File: config.mk
export PLATFORM = sky130hd
export DESIGN_NAME = matmul_seq_ctrl_flat
export DESIGN_NICKNAME = d
export VERILOG_FILES = /design/src/rtl/matmul_seq_ctrl_if.sv /design/src/rtl/matmul_seq_ctrl.sv /design/src/flat_wrapper.sv
export SDC_FILE = /design/constraint.sdc
export NUM_CORES = 1
export LEC_CHECK = 0
export ABC_AREA = 1
export CORE_ASPECT_RATIO = 0.7
export CORE_MARGIN = 1.5
export CORE_UTILIZATION = 50
export DETAILED_ROUTE_END_ITERATION = 10
export GPL_TIMING_DRIVEN = 1
export PLACE_DENSITY = 0.7
export SYNTH_ARGS = -nofsm -noshare
export SYNTH_HDL_FRONTEND = slang
export SYNTH_SLANG_ARGS = --single-unit
File: constraint.sdc
create_clock -name wb_clk_i -period 8.07 [get_ports wb_clk_i]
set_input_delay 1.614 -clock wb_clk_i [delete_from_list [all_inputs] [get_ports wb_clk_i]]
set_output_delay 1.614 -clock wb_clk_i [all_outputs]
set_load 0.05 [all_outputs]
File: src/rtl/matmul_seq_ctrl_if.sv
// Bundles the sequencer's control-register side and buffer/MAC side signals.
// No storage and no latency of its own; it only carries nets between modules.
// Backpressure is stall: the master raises it to freeze operand issue and C writes.
interface matmul_seq_ctrl_if #(
    parameter int DIM_W  = 4,
    parameter int ADDR_W = 6
);
    // control register side
    logic              start;
    logic              abort;
    logic [DIM_W-1:0]  dim;
    logic              irq_en;
    logic              irq_clr;
    logic              busy;
    logic              done;
    logic              err;
    logic              irq;
    // buffer / MAC side
    logic              stall;
    logic [ADDR_W-1:0] a_addr;
    logic [ADDR_W-1:0] b_addr;
    logic              rd_en;
    logic              mac_en;
    logic              mac_clr;
    logic [ADDR_W-1:0] c_addr;
    logic              c_we;

    // Register decoder and buffer owner: drive commands, observe the sequencer.
    modport master (
        output start, abort, dim, irq_en, irq_clr, stall,
        input  busy, done, err, irq,
        input  a_addr, b_addr, rd_en, mac_en, mac_clr, c_addr, c_we
    );

    // The sequencer itself.
    modport slave (
        input  start, abort, dim, irq_en, irq_clr, stall,
        output busy, done, err, irq,
        output a_addr, b_addr, rd_en, mac_en, mac_clr, c_addr, c_we
    );
endinterface

File: src/rtl/matmul_seq_ctrl.sv
// Sequencer for C = A x B on NxN row-major buffers: issues operand reads, MAC strobes, C writes.
// Per C element: N issue cycles, MAC_LAT+1 drain cycles, 1 write cycle; done pulse after the last write.
// stall freezes operand issue and the C write; the drain counter and the MAC pipeline keep moving.
module matmul_seq_ctrl #(
    parameter int MAX_N   = 8,
    parameter int DIM_W   = 4,
    parameter int ADDR_W  = 6,
    parameter int MAC_LAT = 2
) (
    input  logic                 wb_clk_i,
    input  logic                 wb_rst_ni,
    matmul_seq_ctrl_if.slave     bus
);

    localparam int DRN_W = $clog2(MAC_LAT + 2);

    typedef enum logic [2:0] {
        IDLE  = 3'd0,
        CHECK = 3'd1,
        RUN   = 3'd2,
        DRAIN = 3'd3,
        WRITE = 3'd4,
        DONE  = 3'd5
    } state_t;

    state_t            state_q;
    state_t            state_d;

    logic [DIM_W-1:0]  n_q;
    logic [DIM_W-1:0]  i_q;
    logic [DIM_W-1:0]  j_q;
    logic [DIM_W-1:0]  k_q;
    logic [DRN_W-1:0]  drn_q;
    logic              mac_en_q;
    logic              k0_q;
    logic              err_q;
    logic              irq_q;

    logic [DIM_W-1:0]  n_m1;
    logic              abort_now;
    logic              dim_bad;
    logic              last_k;
    logic              last_j;
    logic              last_i;
    logic              drain_end;
    logic              issue;
    logic              write;
    logic              done;
    logic              chk_ok;
    logic              chk_bad;
    logic              irq_set;

    assign n_m1      = n_q - DIM_W'(1);
    assign abort_now = bus.abort && (state_q != IDLE);
    assign dim_bad   = (n_q == '0) || (n_q > DIM_W'(MAX_N));
    assign last_k    = (k_q == n_m1);
    assign last_j    = (j_q == n_m1);
    assign last_i    = (i_q == n_m1);
    assign drain_end = (drn_q == DRN_W'(MAC_LAT));

    // Next-state and per-cycle strobes; an abort overrides every state except IDLE.
    always_comb begin
        state_d = state_q;
        issue   = 1'b0;
        write   = 1'b0;
        done    = 1'b0;
        chk_ok  = 1'b0;
        chk_bad = 1'b0;
        if (abort_now) begin
            state_d = IDLE;
        end else begin
            case (state_q)
                IDLE: begin
                    // abort while idle drops a coincident start
                    if (bus.start && !bus.abort) begin
                        state_d = CHECK;
                    end
                end
                CHECK: begin
                    if (dim_bad) begin
                        chk_bad = 1'b1;
                        state_d = IDLE;
                    end else begin
                        chk_ok  = 1'b1;
                        state_d = RUN;
                    end
                end
                RUN: begin
                    if (!bus.stall) begin
                        issue = 1'b1;
                        if (last_k) begin
                            state_d = DRAIN;
                        end
                    end
                end
                DRAIN: begin
                    if (drain_end) begin
                        state_d = WRITE;
                    end
                end
                WRITE: begin
                    if (!bus.stall) begin
                        write   = 1'b1;
                        state_d = (last_i && last_j) ? DONE : RUN;
                    end
                end
                DONE: begin
                    done    = 1'b1;
                    state_d = IDLE;
                end
                default: begin
                    state_d = IDLE;
                end
            endcase
        end
    end

    // State register.
    always_ff @(posedge wb_clk_i or negedge wb_rst_ni) begin
        if (!wb_rst_ni) begin
            state_q <= IDLE;
        end else begin
            state_q <= state_d;
        end
    end

    // Dimension latch and (i,j,k) loop counters: k walks the dot product, j then i walk C.
    always_ff @(posedge wb_clk_i or negedge wb_rst_ni) begin
        if (!wb_rst_ni) begin
            n_q <= '0;
            i_q <= '0;
            j_q <= '0;
            k_q <= '0;
        end else begin
            if (state_q == IDLE && bus.start && !bus.abort) begin
                n_q <= bus.dim;
            end
            if (chk_ok) begin
                i_q <= '0;
                j_q <= '0;
                k_q <= '0;
            end else if (issue) begin
                k_q <= k_q + DIM_W'(1);
            end else if (write) begin
                k_q <= '0;
                if (last_j) begin
                    j_q <= '0;
                    i_q <= i_q + DIM_W'(1);
                end else begin
                    j_q <= j_q + DIM_W'(1);
                end
            end
        end
    end

    // Drain counter: free-runs through DRAIN so the accumulator has settled before the write.
    always_ff @(posedge wb_clk_i or negedge wb_rst_ni) begin
        if (!wb_rst_ni) begin
            drn_q <= '0;
        end else if (state_q == DRAIN && !abort_now && !drain_end) begin
            drn_q <= drn_q + DRN_W'(1);
        end else begin
            drn_q <= '0;
        end
    end

    // Operand pipeline: buffer data lands one cycle after the read, together with the k==0 flag.
    always_ff @(posedge wb_clk_i or negedge wb_rst_ni) begin
        if (!wb_rst_ni) begin
            mac_en_q <= 1'b0;
            k0_q     <= 1'b0;
        end else if (abort_now) begin
            mac_en_q <= 1'b0;
            k0_q     <= 1'b0;
        end else begin
            mac_en_q <= issue;
            k0_q     <= (k_q == '0);
        end
    end

    assign irq_set = bus.irq_en && (done || chk_bad);

    // Sticky dimension error and level interrupt; a set beats a same-cycle clear.
    always_ff @(posedge wb_clk_i or negedge wb_rst_ni) begin
        if (!wb_rst_ni) begin
            err_q <= 1'b0;
            irq_q <= 1'b0;
        end else begin
            if (chk_bad) begin
                err_q <= 1'b1;
            end else if (chk_ok) begin
                err_q <= 1'b0;
            end
            if (irq_set) begin
                irq_q <= 1'b1;
            end else if (bus.irq_clr) begin
                irq_q <= 1'b0;
            end
        end
    end

    assign bus.a_addr  = ADDR_W'(i_q) * ADDR_W'(n_q) + ADDR_W'(k_q);
    assign bus.b_addr  = ADDR_W'(k_q) * ADDR_W'(n_q) + ADDR_W'(j_q);
    assign bus.c_addr  = ADDR_W'(i_q) * ADDR_W'(n_q) + ADDR_W'(j_q);
    assign bus.rd_en   = issue;
    assign bus.mac_en  = mac_en_q;
    assign bus.mac_clr = mac_en_q && k0_q;
    assign bus.c_we    = write;
    assign bus.busy    = (state_q != IDLE);
    assign bus.done    = done;
    assign bus.err     = err_q;
    assign bus.irq     = irq_q;

endmodule

File: src/flat_wrapper.sv
// flat-port wrapper written by rule: the top's interface ports become plain ports
module matmul_seq_ctrl_flat 
#(
    parameter int MAX_N   = 8,
    parameter int DIM_W   = 4,
    parameter int ADDR_W  = 6,
    parameter int MAC_LAT = 2
)
  (wb_clk_i, wb_rst_ni, bus_start, bus_abort, bus_dim, bus_irq_en, bus_irq_clr, bus_stall, bus_busy, bus_done, bus_err, bus_irq, bus_a_addr, bus_b_addr, bus_rd_en, bus_mac_en, bus_mac_clr, bus_c_addr, bus_c_we);
  matmul_seq_ctrl_if #(.DIM_W(DIM_W), .ADDR_W(ADDR_W)) bus_i ();
  input  logic wb_clk_i;
  input  logic wb_rst_ni;
  input wire logic [$bits(bus_i.start)-1:0] bus_start;
  input wire logic [$bits(bus_i.abort)-1:0] bus_abort;
  input wire logic [$bits(bus_i.dim)-1:0] bus_dim;
  input wire logic [$bits(bus_i.irq_en)-1:0] bus_irq_en;
  input wire logic [$bits(bus_i.irq_clr)-1:0] bus_irq_clr;
  input wire logic [$bits(bus_i.stall)-1:0] bus_stall;
  output wire logic [$bits(bus_i.busy)-1:0] bus_busy;
  output wire logic [$bits(bus_i.done)-1:0] bus_done;
  output wire logic [$bits(bus_i.err)-1:0] bus_err;
  output wire logic [$bits(bus_i.irq)-1:0] bus_irq;
  output wire logic [$bits(bus_i.a_addr)-1:0] bus_a_addr;
  output wire logic [$bits(bus_i.b_addr)-1:0] bus_b_addr;
  output wire logic [$bits(bus_i.rd_en)-1:0] bus_rd_en;
  output wire logic [$bits(bus_i.mac_en)-1:0] bus_mac_en;
  output wire logic [$bits(bus_i.mac_clr)-1:0] bus_mac_clr;
  output wire logic [$bits(bus_i.c_addr)-1:0] bus_c_addr;
  output wire logic [$bits(bus_i.c_we)-1:0] bus_c_we;
  assign bus_i.start = bus_start;
  assign bus_i.abort = bus_abort;
  assign bus_i.dim = bus_dim;
  assign bus_i.irq_en = bus_irq_en;
  assign bus_i.irq_clr = bus_irq_clr;
  assign bus_i.stall = bus_stall;
  assign bus_busy = bus_i.busy;
  assign bus_done = bus_i.done;
  assign bus_err = bus_i.err;
  assign bus_irq = bus_i.irq;
  assign bus_a_addr = bus_i.a_addr;
  assign bus_b_addr = bus_i.b_addr;
  assign bus_rd_en = bus_i.rd_en;
  assign bus_mac_en = bus_i.mac_en;
  assign bus_mac_clr = bus_i.mac_clr;
  assign bus_c_addr = bus_i.c_addr;
  assign bus_c_we = bus_i.c_we;
  matmul_seq_ctrl #(.MAX_N(MAX_N), .DIM_W(DIM_W), .ADDR_W(ADDR_W), .MAC_LAT(MAC_LAT)) u_core (.wb_clk_i(wb_clk_i), .wb_rst_ni(wb_rst_ni), .bus(bus_i));
endmodule
==> run_results.csv <==
group,metric,value,unit
sta,max_freq,169,MHz
die,initial_utilization,52.3,%
routing,dr.pass1.iters,4,
sta,rsz0062_at_grt,"false",
die,fp.dieH,65.2,um
cts,holdBufCountCts,0,
die,fp-row-count,22,
worst_setup_path,crit_arrival,4300,ps
logic_synthesis,synth_top_cell_by_area,"dfrtp_1",
sta,tightest_slew,515,ps
routing,drc,0,
final_layout,drive_gt1_share,9.16,%
logic_synthesis,synthDistinctLibCells,36,
sta,layout_worst_path_cycle_share,73.3,%
sta,fin_setup_tns,0,ps
grt,grt_overflow,0,
worst_setup_path,path_cells,"nand2_1 > fa_1 > inv_1 > fa_1 > fa_1 > ha_1 > nand3_1 > nand2_1 > xnor2_1 > xnor2_1 > clkdlybuf4s50_1",
sta,fin_crit,5920,ps
worst_setup_path,crit_path_max_fanout,12,
routing,wl_per_cell,12.7,um
routing,viasPerCell,4.95,
grt,grt_first_pass_wirelength,10.6,mm
worst_setup_path,start_kind,"flop",
routing,postRouteAntennaNets,0,
die,die_width,91.9,um
cts,root_buffer,"clkbuf_8",
routing,wirelength,5.92,mm
worst_setup_path,crit_path_end_kind,"output port",
logic_synthesis,synth_area,2770,um^2
logic_synthesis,yosysWarnings,0,
die,die-area,6000,um^2
sta,setup_viol,0,
cts,clock_latency,280,ps
worst_setup_path,path_buf_inv,2,
cts,htree_levels,1,
logic_synthesis,netlist.area_leader.share,22.6,%
cts,cts_buffer_depth,2,
sta,slew_violations,0,
logic_synthesis,seq_area_frac_synth,22.6,%
sta,finClkSkew,7.62,ps
final_layout,num_antenna_cells,0,
cts,cts_tree,"yes",
flow_run,cap_violations,0,
grt,antenna_found_initial,0,
logic_synthesis,yosys-top-cells-area,"dfrtp_1 23%, ha_1 16%, nand2_1 12%",
cts,postCtsSetupBuffers,0,
sta,max_slew_margin,65.6,%
grt,grt_pass1_vias,2275,
routing,via_count,2301,
die,core,5290,um^2
final_layout,final_nets,452,
logic_synthesis,async_reset_ff_share,100,%
final_layout,fill_cells,505,
cts,clock-sinks,25,
logic_synthesis,avgSynthCellArea,7.66,um^2
outcome,status,"finished clean",
logic_synthesis,synthFlopType,"dfrtp_1",
grt,groute.usage.overall,22.2,%
logic_synthesis,ys_seq_elements,25,
grt,grt_start_max_net_pins,26,
worst_setup_path,cp_slowest_stage_delay,810,ps
place,place.gp.congestion,0.842,
place,numPortBuffers,36,
min_path,min_path_type,"flop to flop",
die,ios,37,
routing,drt_iter0_markers,88,
worst_setup_path,cp_common_cell,"fa_1",
worst_setup_path,cpMaxStageDelayCell,"clkdlybuf4s50_1",
sta,final-hold-violation-count,0,
place,dp_hpwl,4.82,mm
worst_setup_path,path_class,"flop to output port",
logic_synthesis,syn_nets,419,
cts,ctsResizeCount,0,
logic_synthesis,synth_edf_count,0,
worst_setup_path,crit_family,"adder cells",
logic_synthesis,netlist_instances,361,
cts,cts_buffers,3,
final_layout,area_growth,16.2,%
cts,clkSlewWorstSetupHoldPaths,100,ps
worst_setup_path,critical_path_required,6460,ps
## registers in the layout (all words and copies together), names as in the netlist
name	flops
u_core.drn_q	2
u_core.state_q	3
u_core.bus.irq	1
u_core.bus.mac_en	1
u_core.k_q	4
u_core.j_q	4
u_core.i_q	4
u_core.bus.err	1
u_core.n_q	4
u_core.k0_q	1
## cells in the mapped netlist, types with 2 or more instances
cell	instances
fa_1	12
o21ai_2	4
clkbuf_1	3
xor2_1	16
inv_2	4
nand2_2	5
a21oi_1	11
o21ai_0	8
buf_2	2
buf_6	2
nand3_1	27
ha_1	35
dfrtp_1	25
o21ai_1	2
inv_1	52
buf_4	2
nand2_1	89
nor2_2	6
nor2_1	23
a31oi_1	3
a21o_1	3
xnor2_1	8
nand2_4	5
nor3_1	2
## per-stage QoR
stage	setup slack [ps]	cell area (um^2)	instances	util [%]	hold slack (ps)
4_1_cts	2130	3210	465	60.8	434
2_1_floorplan	2800	2770	361	-	402
6_report	2150	3210	465	60.8	430
5_1_grt	1960	3210	465	60.8	463
3_3_place_gp	2580	3170	461	59.9	414
3_5_place_dp	2460	3170	461	59.9	420
## kinds of logic after synthesis
logic type / synth area share [%]
xor gates and xnor gates: 8.19
and+or+nand+nor: 27.2
AOI/OAI and AO/OA: 7.42
DFF: 22.6
buffers and inverters: 10.1
adders and majority gates: 24.5
## layout make-up
type | count | area [um^2] | area share (%)
multi-input cells | 269 | 1860 | 57.9
repair buffers | 37 | 368 | 11.4
inverters | 58 | 220 | 6.85
flip-flops and latches | 25 | 626 | 19.5
clock inverters | 1 | 7.51 | 0.234
well taps | 72 | 90.1 | 2.80
clock buffers | 3 | 41.3 | 1.28
## worst register-to-register path: stages (launching register included)
cell and delay [ps]:
dfrtp_1 560, inv_1 190, ha_1 410, xnor2_1 160
nor2_1 100, nand2_1 70, nor2_2 170, inv_2 60
nand2_2 90, nand2_4 110, nand2_1 100, o21ai_2 50
## routing by layer
metal / wire length (um) / global-route usage (%) / vias to the layer above
met2: 2530 / 34.4 / 44
met5: 0 / 0 / -
li1: - / - / 1199
met3: 279 / 3.01 / 5
met1: 3080 / 33.0 / 1053
met4: 30 / 4.81 / 0
## placed cells by master, fill, tap and decap left out, types with 2 or more instances in the layout
master,instances
clkdlybuf4s50_1,36
a21o_1,3
inv_2,4
nor2_2,6
nor2_1,23
nor3_1,2
nand3_1,27
xnor2_1,8
a21oi_1,11
dfrtp_1,25
clkbuf_8,3
o21ai_2,4
o21ai_1,2
o21ai_0,8
fa_1,12
nand2_2,5
ha_1,35
a31oi_1,3
nand2_4,5
nand2_1,89
xor2_1,16
inv_1,52
## final timing paths
check | end | from | slack (ps) | depth (start not counted)
worst max-delay path | bus_b_addr[5] | u_core.n_q[2]$_DFFE_PN0P_ | 2150 | 11
max in group asynchronous | u_core.j_q[1]$_DFFE_PN0P_ | wb_rst_ni | 6120 | 2
worst max register to register | u_core.i_q[2]$_DFFE_PN0P_ | u_core.n_q[0]$_DFFE_PN0P_ | 5900 | 11
worst min-delay path | u_core.drn_q[0]$_DFF_PN0_ | u_core.drn_q[0]$_DFF_PN0_ | 430 | 1
min in group asynchronous | u_core.state_q[0]$_DFFE_PN0P_ | wb_rst_ni | 1700 | 2
worst min register to register | u_core.drn_q[0]$_DFF_PN0_ | u_core.drn_q[0]$_DFF_PN0_ | 430 | 1
Power is not shown: default switching activity piles up to over one toggle a cycle in this logic, so the estimate is an artifact.
